`src/rtl/rr_arb_pkg.sv`:
```
// Shared constants, FSM state type and helpers for the 8-way round-robin arbiter.
package rr_arb_pkg;

   localparam int unsigned N     = 8;
   localparam int unsigned IDX_W = 3;

   typedef enum logic [0:0] {
      IDLE = 1'b0,
      BUSY = 1'b1
   } state_e;

   // Binary index to one-hot vector
   function automatic logic [N-1:0] onehot(input logic [IDX_W-1:0] idx);
      logic [N-1:0] v;
      v      = '0;
      v[idx] = 1'b1;
      return v;
   endfunction

endpackage

```
`src/rtl/rr_arbiter8_pick.sv`:
```
// Combinational rotating priority encoder: first unmasked request at or after start.
module rr_pick
   import rr_arb_pkg::*;
(
   input  logic [N-1:0]     req_i,
   input  logic [IDX_W-1:0] start_i,
   input  logic [N-1:0]     mask_i,
   output logic             found_o,
   output logic [IDX_W-1:0] idx_o
);

   logic [N-1:0]     cand;
   logic [IDX_W-1:0] pos;

   assign cand = req_i & ~mask_i;

   // Scan farthest-to-nearest so the candidate closest to start overwrites the rest
   always_comb begin
      found_o = 1'b0;
      idx_o   = '0;
      pos     = '0;
      for (int k = int'(N) - 1; k >= 0; k--) begin
         pos = start_i + IDX_W'(k);
         if (cand[pos]) begin
            found_o = 1'b1;
            idx_o   = pos;
         end
      end
   end

endmodule

```
`src/rtl/rr_arbiter8.sv`:
```
// 8-requester round-robin arbiter with registered grant, index and tenure-limit preemption.
module rr_arbiter8
   import rr_arb_pkg::*;
#(
   parameter int unsigned MAX_HOLD = 16
) (
   input  logic             clk,
   input  logic             rst_n,
   input  logic [N-1:0]     req,
   output logic [N-1:0]     gnt,
   output logic [IDX_W-1:0] gnt_idx,
   output logic             gnt_vld,
   output logic             preempt
);

   // A zero limit still needs a legal one-bit counter; it simply never advances
   localparam int unsigned    TEN_W     = (MAX_HOLD == 0) ? 1 : $clog2(MAX_HOLD + 1);
   localparam logic [TEN_W-1:0] HOLD_LAST = TEN_W'((MAX_HOLD == 0) ? 0 : MAX_HOLD - 1);

   state_e           state_q;
   logic [N-1:0]     gnt_q;
   logic [IDX_W-1:0] gnt_idx_q;
   logic             gnt_vld_q;
   logic             preempt_q;
   logic [IDX_W-1:0] ptr_q;
   logic [TEN_W-1:0] tenure_q;

   logic [IDX_W-1:0] pick_start;
   logic [N-1:0]     pick_mask;
   logic             pick_found;
   logic [IDX_W-1:0] pick_idx;
   logic [IDX_W-1:0] next_ptr;
   logic             owner_req;
   logic             expired;

   // Idle arbitration starts at the fairness pointer; busy arbitration starts past the owner
   always_comb begin
      pick_start = ptr_q;
      pick_mask  = '0;
      if (state_q == BUSY) begin
         pick_start = next_ptr;
         pick_mask  = onehot(gnt_idx_q);
      end
   end

   assign next_ptr  = gnt_idx_q + IDX_W'(1);
   assign owner_req = req[gnt_idx_q];
   assign expired   = (MAX_HOLD != 0) && (tenure_q == HOLD_LAST);

   rr_pick u_pick (
      .req_i   (req),
      .start_i (pick_start),
      .mask_i  (pick_mask),
      .found_o (pick_found),
      .idx_o   (pick_idx)
   );

   // Grant FSM: acquire from idle, hold while requested, hand over on release or expiry
   always_ff @(posedge clk or negedge rst_n) begin
      if (!rst_n) begin
         state_q   <= IDLE;
         gnt_q     <= '0;
         gnt_idx_q <= '0;
         gnt_vld_q <= 1'b0;
         preempt_q <= 1'b0;
         ptr_q     <= '0;
         tenure_q  <= '0;
      end else begin
         preempt_q <= 1'b0;
         case (state_q)
            IDLE: begin
               if (pick_found) begin
                  gnt_q     <= onehot(pick_idx);
                  gnt_idx_q <= pick_idx;
                  gnt_vld_q <= 1'b1;
                  tenure_q  <= '0;
                  state_q   <= BUSY;
               end
            end
            BUSY: begin
               if (!owner_req) begin
                  // Release wins over a coincident expiry, so no preempt here
                  ptr_q    <= next_ptr;
                  tenure_q <= '0;
                  if (pick_found) begin
                     gnt_q     <= onehot(pick_idx);
                     gnt_idx_q <= pick_idx;
                  end else begin
                     gnt_q     <= '0;
                     gnt_vld_q <= 1'b0;
                     state_q   <= IDLE;
                  end
               end else if (expired && pick_found) begin
                  gnt_q     <= onehot(pick_idx);
                  gnt_idx_q <= pick_idx;
                  ptr_q     <= next_ptr;
                  tenure_q  <= '0;
                  preempt_q <= 1'b1;
               end else if ((MAX_HOLD != 0) && (tenure_q != HOLD_LAST)) begin
                  tenure_q <= tenure_q + TEN_W'(1);
               end
            end
            default: begin
               state_q <= IDLE;
            end
         endcase
      end
   end

   assign gnt     = gnt_q;
   assign gnt_idx = gnt_idx_q;
   assign gnt_vld = gnt_vld_q;
   assign preempt = preempt_q;

endmodule
```
`config.mk`:
```
export PLATFORM = sky130hd
export DESIGN_NAME = rr_arbiter8
export DESIGN_NICKNAME = d
export VERILOG_FILES = /design/src/rtl/rr_arb_pkg.sv /design/src/rtl/rr_arbiter8_pick.sv /design/src/rtl/rr_arbiter8.sv
export SDC_FILE = /design/constraint.sdc
export NUM_CORES = 1
export LEC_CHECK = 0
export ABC_AREA = 1
export BUFFER_PORTS_ARGS = -buffer_cell sky130_fd_sc_hd__buf_4
export CAP_MARGIN = 20
export CORE_UTILIZATION = 30
export DETAILED_ROUTE_END_ITERATION = 10
export SETUP_SLACK_MARGIN = 0.02
export SLEW_MARGIN = 25
export SYNTH_ARGS = -nofsm -noshare
export SYNTH_HDL_FRONTEND = slang
export SYNTH_SLANG_ARGS = --single-unit
export TNS_END_PERCENT = 5
```
`constraint.sdc`:
```
create_clock -name clk -period 7.35 [get_ports clk]
set_input_delay 1.8375 -clock clk [delete_from_list [all_inputs] [get_ports clk]]
set_output_delay 1.8375 -clock clk [all_outputs]
set_load 0.01 [all_outputs]
```
; Word level (Yosys, flattened, before mapping)
; Cells that the tools add are included.
[totals]
reg_bits = 22
latchBits = 0
mem_bits_rw = 0
mem_bits_ro = 0
input_bits = 10
out_inout_bits = 13
wordCells = 112
n_memories = 0
[classes]
addsub = 9
n_mul = 0
div = 0
order_cmp = 12
eq_ne = 8
shifts = 0
mux = 66
bitwise_logic = 3
n_reduce_logical = 7
[ops]
columns = operator, n
row1 = $mux 3, 14
row2 = $lt 3x4->1 const B, 10
row3 = $mux 8, 5
row4 = $bmux 1 s3, 9
row5 = $mux 1, 27
row6 = $mux 5, 4
row7 = $pmux 8 s2, 1
row8 = $add 3x3->3 const B, 4
row9 = $pmux 5 s2, 1
row10 = $and 8x8->8, 1
row11 = $not 8->8, 1
row12 = $add 3x1->3 const B, 2
row13 = $add 3x2->3 const B, 2
row14 = $demux 1 s3, 2
row15 = $ge 3x1->1 const B, 2
row16 = $ne 2x2->1 const B, 3
row17 = $pmux 3 s2, 1
row18 = $reduce_and 2->1, 3
row19 = $add 5x1->5 const B, 1
row20 = $eq 5x4->1 const B, 1
row21 = $ne 5x4->1 const B, 1
row22 = $ne 4x2->1 const B, 1
row23 = $pmux 1 s2, 2
row24 = $logic_and 1x1->1, 3
row25 = 4 further kinds, 4

; Longest topological paths before layout
[depth]
ltp_word = 24
ltp_mapped = 21
depth_no_buf = 20

; Modules after synthesis
; From an unflattened synthesis, not the netlist that was laid out.
[hier_totals]
cells_unflattened = 299
area_unflattened_um2 = 2079.5
[modules_own_cells]
columns = mod, instances, cells_per_inst, area_each_um2, seq_area_each_um2
row1 = rr_arbiter8, 1, 175, 1340.0, 550.5
row2 = rr_pick, 1, 124, 739.5, 0.0

; Least setup slack after synthesis
; No wires, ideal clock.
[synth_path]
kind = input port to flip-flop
from = input port req[2]
to = register tenure_q[2]
setup_time_ps = 71
t_arrival_ps = 3078
t_required_ps = 7279
slack_ps = 4200
cell_stages = 12
path_buffers = 0
cell_sequence = nand3b_1 nand2_1 nand2_1 nand3_1 nand2_1 nor3_2 nand2_2 nand2_4 nand2_4 o21ai_4 nand2_1 nor2_1
[synth_between]
elab_chain_len = 15
elab_cells_between_ends = 34
classes_between = eq/ne (2) / mux (29) / bitwise (1) / reduce/logical (2)
[synth_lines]
columns = item, line
row1 = start: declaration, rr_arbiter8.sv:9  ; input logic [N-1:0] req,
row2 = $and 8x8->8, rr_arbiter8_pick.sv:15  ; assign cand = req_i & ~mask_i;
row3 = $bmux 1 s3, rr_arbiter8_pick.sv:24  ; if (cand[pos]) begin
row4 = $mux 1 (not written as such), rr_arbiter8_pick.sv:24
row5 = $mux 1 (8 in series), rr_arbiter8_pick.sv:24
row6 = $logic_and 1x1->1, rr_arbiter8.sv:93  ; end else if (expired && pick_found) begin
row7 = $mux 5, rr_arbiter8.sv:93
row8 = $mux 5, rr_arbiter8.sv:81  ; if (!owner_req) begin
row9 = $pmux 5 s2, rr_arbiter8.sv:70  ; case (state_q)
row10 = end signal: assignment, rr_arbiter8.sv:100  ; tenure_q <= tenure_q + TEN_W'(1);
row11 = end: declaration, rr_arbiter8.sv:26  ; logic [TEN_W-1:0] tenure_q;
; Parallel ways exist; a longest one is shown, timed or not. The select of a mux whose other input is x is not followed.
; A chain may end at the register's enable or synchronous reset.

; Worst setup path in the final report
[layout_path]
from = register gnt_idx_q[0], in the netlist gnt_idx[0]
to = register tenure_q[3]
[layout_between]
elab_cells_between_ends = 50
classes_between = add/sub (8) / order compare (2) / eq/ne (2) / mux (33) / bitwise (2) / reduce/logical (3)
[layout_lines]
columns = item, line
row1 = start: declaration, rr_arbiter8.sv:22  ; logic [IDX_W-1:0] gnt_idx_q;
row2 = start signal: assignment, rr_arbiter8.sv:74  ; gnt_idx_q <= pick_idx;
row3 = start signal: assignment, rr_arbiter8.sv:87  ; gnt_idx_q <= pick_idx;
row4 = start signal: assignment, rr_arbiter8.sv:95  ; gnt_idx_q <= pick_idx;
row5 = $add 3x1->3 *, rr_arbiter8.sv:46  ; assign next_ptr = gnt_idx_q + IDX_W'(1);
row6 = named net next_ptr[1], rr_arbiter8.sv:32  ; logic [IDX_W-1:0] next_ptr;
row7 = $mux 3 *, rr_arbiter8.sv:40  ; if (state_q == BUSY) begin
row8 = $add 3x3->3, rr_arbiter8_pick.sv:23  ; pos = start_i + IDX_W'(k);
row9 = $bmux 1 s3, rr_arbiter8_pick.sv:24
row10 = $mux 1 (not written as such), rr_arbiter8_pick.sv:24
row11 = $mux 1 (7 in series), rr_arbiter8_pick.sv:24
row12 = $mux 1 *, rr_arbiter8_pick.sv:24
row13 = $logic_and 1x1->1, rr_arbiter8.sv:93
row14 = $mux 5, rr_arbiter8.sv:93
row15 = $mux 5, rr_arbiter8.sv:81
row16 = $pmux 5 s2, rr_arbiter8.sv:70
; Mark *: on every way through the listed nets, which the timed path passes. The rest lies on a longest branch. The select of a mux whose other input is x is not followed.

==> impl_metrics.json <==
{
  "outcome": "completed",
  "ys_seq_elements": 22,
  "r2r-end": "tenure_q[3]$_DFFE_PN0P_",
  "regToRegStartpoint": "gnt_idx[0]$_DFFE_PN0P_",
  "route.met3.wl_um": 269,
  "crit_path_max_incr_delay_ns": 0.64,
  "antennaDiodeCount": 0,
  "coreArea_mm2": 0.00646,
  "hold_viol_final": 0,
  "drv_cap": 0,
  "cp-end-kind": "register",
  "dpl.cell_count": 407,
  "drive_gt1_frac": 0.222,
  "post-cts-setup-buffer-count": 0,
  "die_height_um": 84.7,
  "cp_slowest_cell": "dfrtp_1",
  "setup_viol": 0,
  "cts_inserted_buffers": 3,
  "place_hpwl_mm": 4.07,
  "cts_tree": "yes",
  "grt_pass1_wl_mm": 8.98,
  "gp_congestion": 0.860,
  "whs_ns": 0.488,
  "reg2reg_setup_slack_ns": 3.91,
  "grt_max_degree": 23,
  "drv_slew": 0,
  "drt-initial-drc-count": 147,
  "vias_per_cell": 5.01,
  "multiInputGateArea_mm2": 0.00134,
  "synth.net_count": 324,
  "overflow": 0,
  "firstDrtPassIters": 7,
  "wl_mm": 5.13,
  "wl_per_cell_um": 12.5,
  "synth_warnings": 0,
  "cts_root_buf": "clkbuf_8",
  "clk_latency_ns": 0.26,
  "placed_area_mm2": 0.00229,
  "hold_class": "reg -> reg",
  "n_fill_cell": 706,
  "ctsResizeCount": 0,
  "fin_area_mm2": 0.00237,
  "min_period_over_period": 0.468,
  "synthCells": 310,
  "top_layer_used": "met4",
  "start_kind": "register",
  "fin_tns_setup_ns": 0,
  "rows": 29,
  "clkSlewWorstSetupHoldPaths_ns": 0.08,
  "ant_nets": 0,
  "crit_chain": "ha_1 > inv_1 > nand2_1 > o21ai_2 > ha_1 > inv_1 > nand3_1 > nand3_1 > nand2_2 > nor3_2 > nand2_2 > nand2_4 > nand2_4 > o21ai_4 > nand2_1 > nor2_1",
  "area_growth_pct": 15.3,
  "die_x_um": 84.7,
  "finClkSkew_ns": 0.00475,
  "layout.cells.non_filler": 411,
  "path_max_fanout": 10,
  "ioPinCount": 23,
  "period_minus_slack_ns": 3.44,
  "portBuffers": 22,
  "die-area_mm2": 0.00717,
  "wirelength_met1_mm": 2.51,
  "worstPathArrival_ns": 3.64,
  "crit_type": "reg -> reg",
  "clock.fmax_ghz": 0.291,
  "grtUsageTotal": 0.152,
  "syn-mean-instance-area_um2": 6.62,
  "tightest_slew_ns": 0.734,
  "dr_total_vias": 2058,
  "dr_wl_met2_mm": 2.32,
  "worst-r2r-cell-count": 16,
  "nets": 349,
  "ys_types": 29,
  "endpoint": "tenure_q[3]$_DFFE_PN0P_",
  "crit_path_start": "gnt_idx[0]$_DFFE_PN0P_",
  "cts_max_level": 1,
  "cts_num_sinks": 22,
  "synth-seq-area-share": 0.268,
  "slew_headroom": 0.511,
  "initial_utilization": 0.318,
  "drc": 0,
  "antenna_found_initial": 0,
  "crit_required_ns": 7.55,
  "cts.path.max_buffers": 2,
  "grt_setup_unrepaired": "false",
  "cts_hold_buf": 0,
  "synthesis.area_mm2": 0.00205,
  "register_area_um2": 551,
  "grt_pass1_vias": 1950
}
[synth_stat cells, drive strengths merged]
master | number | share of area
a21oi | 7 | 0.019
o21ai | 16 | 0.065
a21boi | 1 | 0.0037
o211ai | 1 | 0.0037
nand2 | 136 | 0.30
nor2 | 17 | 0.032
nand4 | 7 | 0.021
buf | 2 | 0.0091
nand3 | 56 | 0.17
inv | 36 | 0.071
ha | 4 | 0.024
nor3 | 3 | 0.012
nand3b | 1 | 0.0037
dfrtp | 22 | 0.27
o21bai | 1 | 0.0037
[cell usage in the layout, fill, tap and decap left out]
cell         n
nand2_1    117
nand3_1     44
inv_1       29
dfrtp_1     22
buf_4       22
nor2_1      16
nand3_2     12
nand2_2     12
o21ai_0      9
nand4_1      7
a21oi_1      6
nand2_4      5
inv_2        5
o21ai_4      4
ha_1         4
clkbuf_8     3
nand2_8      2
o21ai_2      2
nor3_2       2
inv_8        1
inv_4        1
nand3b_1     1
nor2_2       1
o211ai_1     1
o21ai_1      1
a21oi_2      1
o21bai_1     1
nor3_1       1
a21boi_0     1
bufinv_16    1
[worst max-delay path: cells and delay by family (launching register included)]
| kind | cells | cell delay [ns] |
|---|---|---|
| buffers and inverters | 2 | 0.37 |
| flip-flops | 1 | 0.64 |
| AO/OA/AOI/OAI | 2 | 0.48 |
| adder cells (fa/ha/maj) | 2 | 0.75 |
| AND/OR/NAND/NOR | 10 | 1.12 |
[cell families (layout without fill, tap and decap cells)]
kind of cell    Yosys count  count (layout)  share of synthesized area
simple gates            220             220                      0.533
buf+inv                  38              62                     0.0799
compound gates           26              26                     0.0945
flops                    22              22                      0.268
fa+ha+maj                 4               4                     0.0244
[layer usage]
metal	global-route usage	up-vias
li1	-	1051
met1	0.212	935
met2	0.253	66
met3	0.0177	6
met4	0.0293	0
met5	0	-
[registers in the layout (all words and copies together), names as in the netlist]
register	count
gnt	8
state_q	1
gnt_vld	1
ptr_q	3
gnt_idx	3
preempt	1
tenure_q	5
[worst min-delay path by stage]
stage,slack (ns),cells past startpoint,start,endpoint
after detailed placement,0.47,2,gnt[0]$_DFFE_PN0P_,gnt[0]$_DFFE_PN0P_
after floorplan,0.47,2,ptr_q[2]$_DFFE_PN0P_,ptr_q[2]$_DFFE_PN0P_
after global placement,0.47,2,gnt[1]$_DFFE_PN0P_,gnt[1]$_DFFE_PN0P_
after CTS,0.49,2,gnt[4]$_DFFE_PN0P_,gnt[4]$_DFFE_PN0P_
after global routing,0.50,2,gnt[4]$_DFFE_PN0P_,gnt[4]$_DFFE_PN0P_
final,0.49,2,gnt[4]$_DFFE_PN0P_,gnt[4]$_DFFE_PN0P_
[cell type report]
type / count / share of cell area
clock buffers: 3 / 0.0175
clock inverters: 1 / 0.0127
inverters: 36 / 0.0613
multi-input cells: 250 / 0.565
flip-flops and latches: 22 / 0.233
well taps: 77 / 0.0407
repair buffers: 22 / 0.0698
[per-stage QoR]
step                      worst slack (ns)  utilization
after floorplan                       4.20            -
after global placement                3.84        0.355
after detailed placement              3.83        0.355
after CTS                             3.91        0.366
after global routing                  3.58        0.366
final                                 3.91        0.366
Power is not shown: default switching activity piles up to over one toggle a cycle in this logic, so the estimate is an artifact.
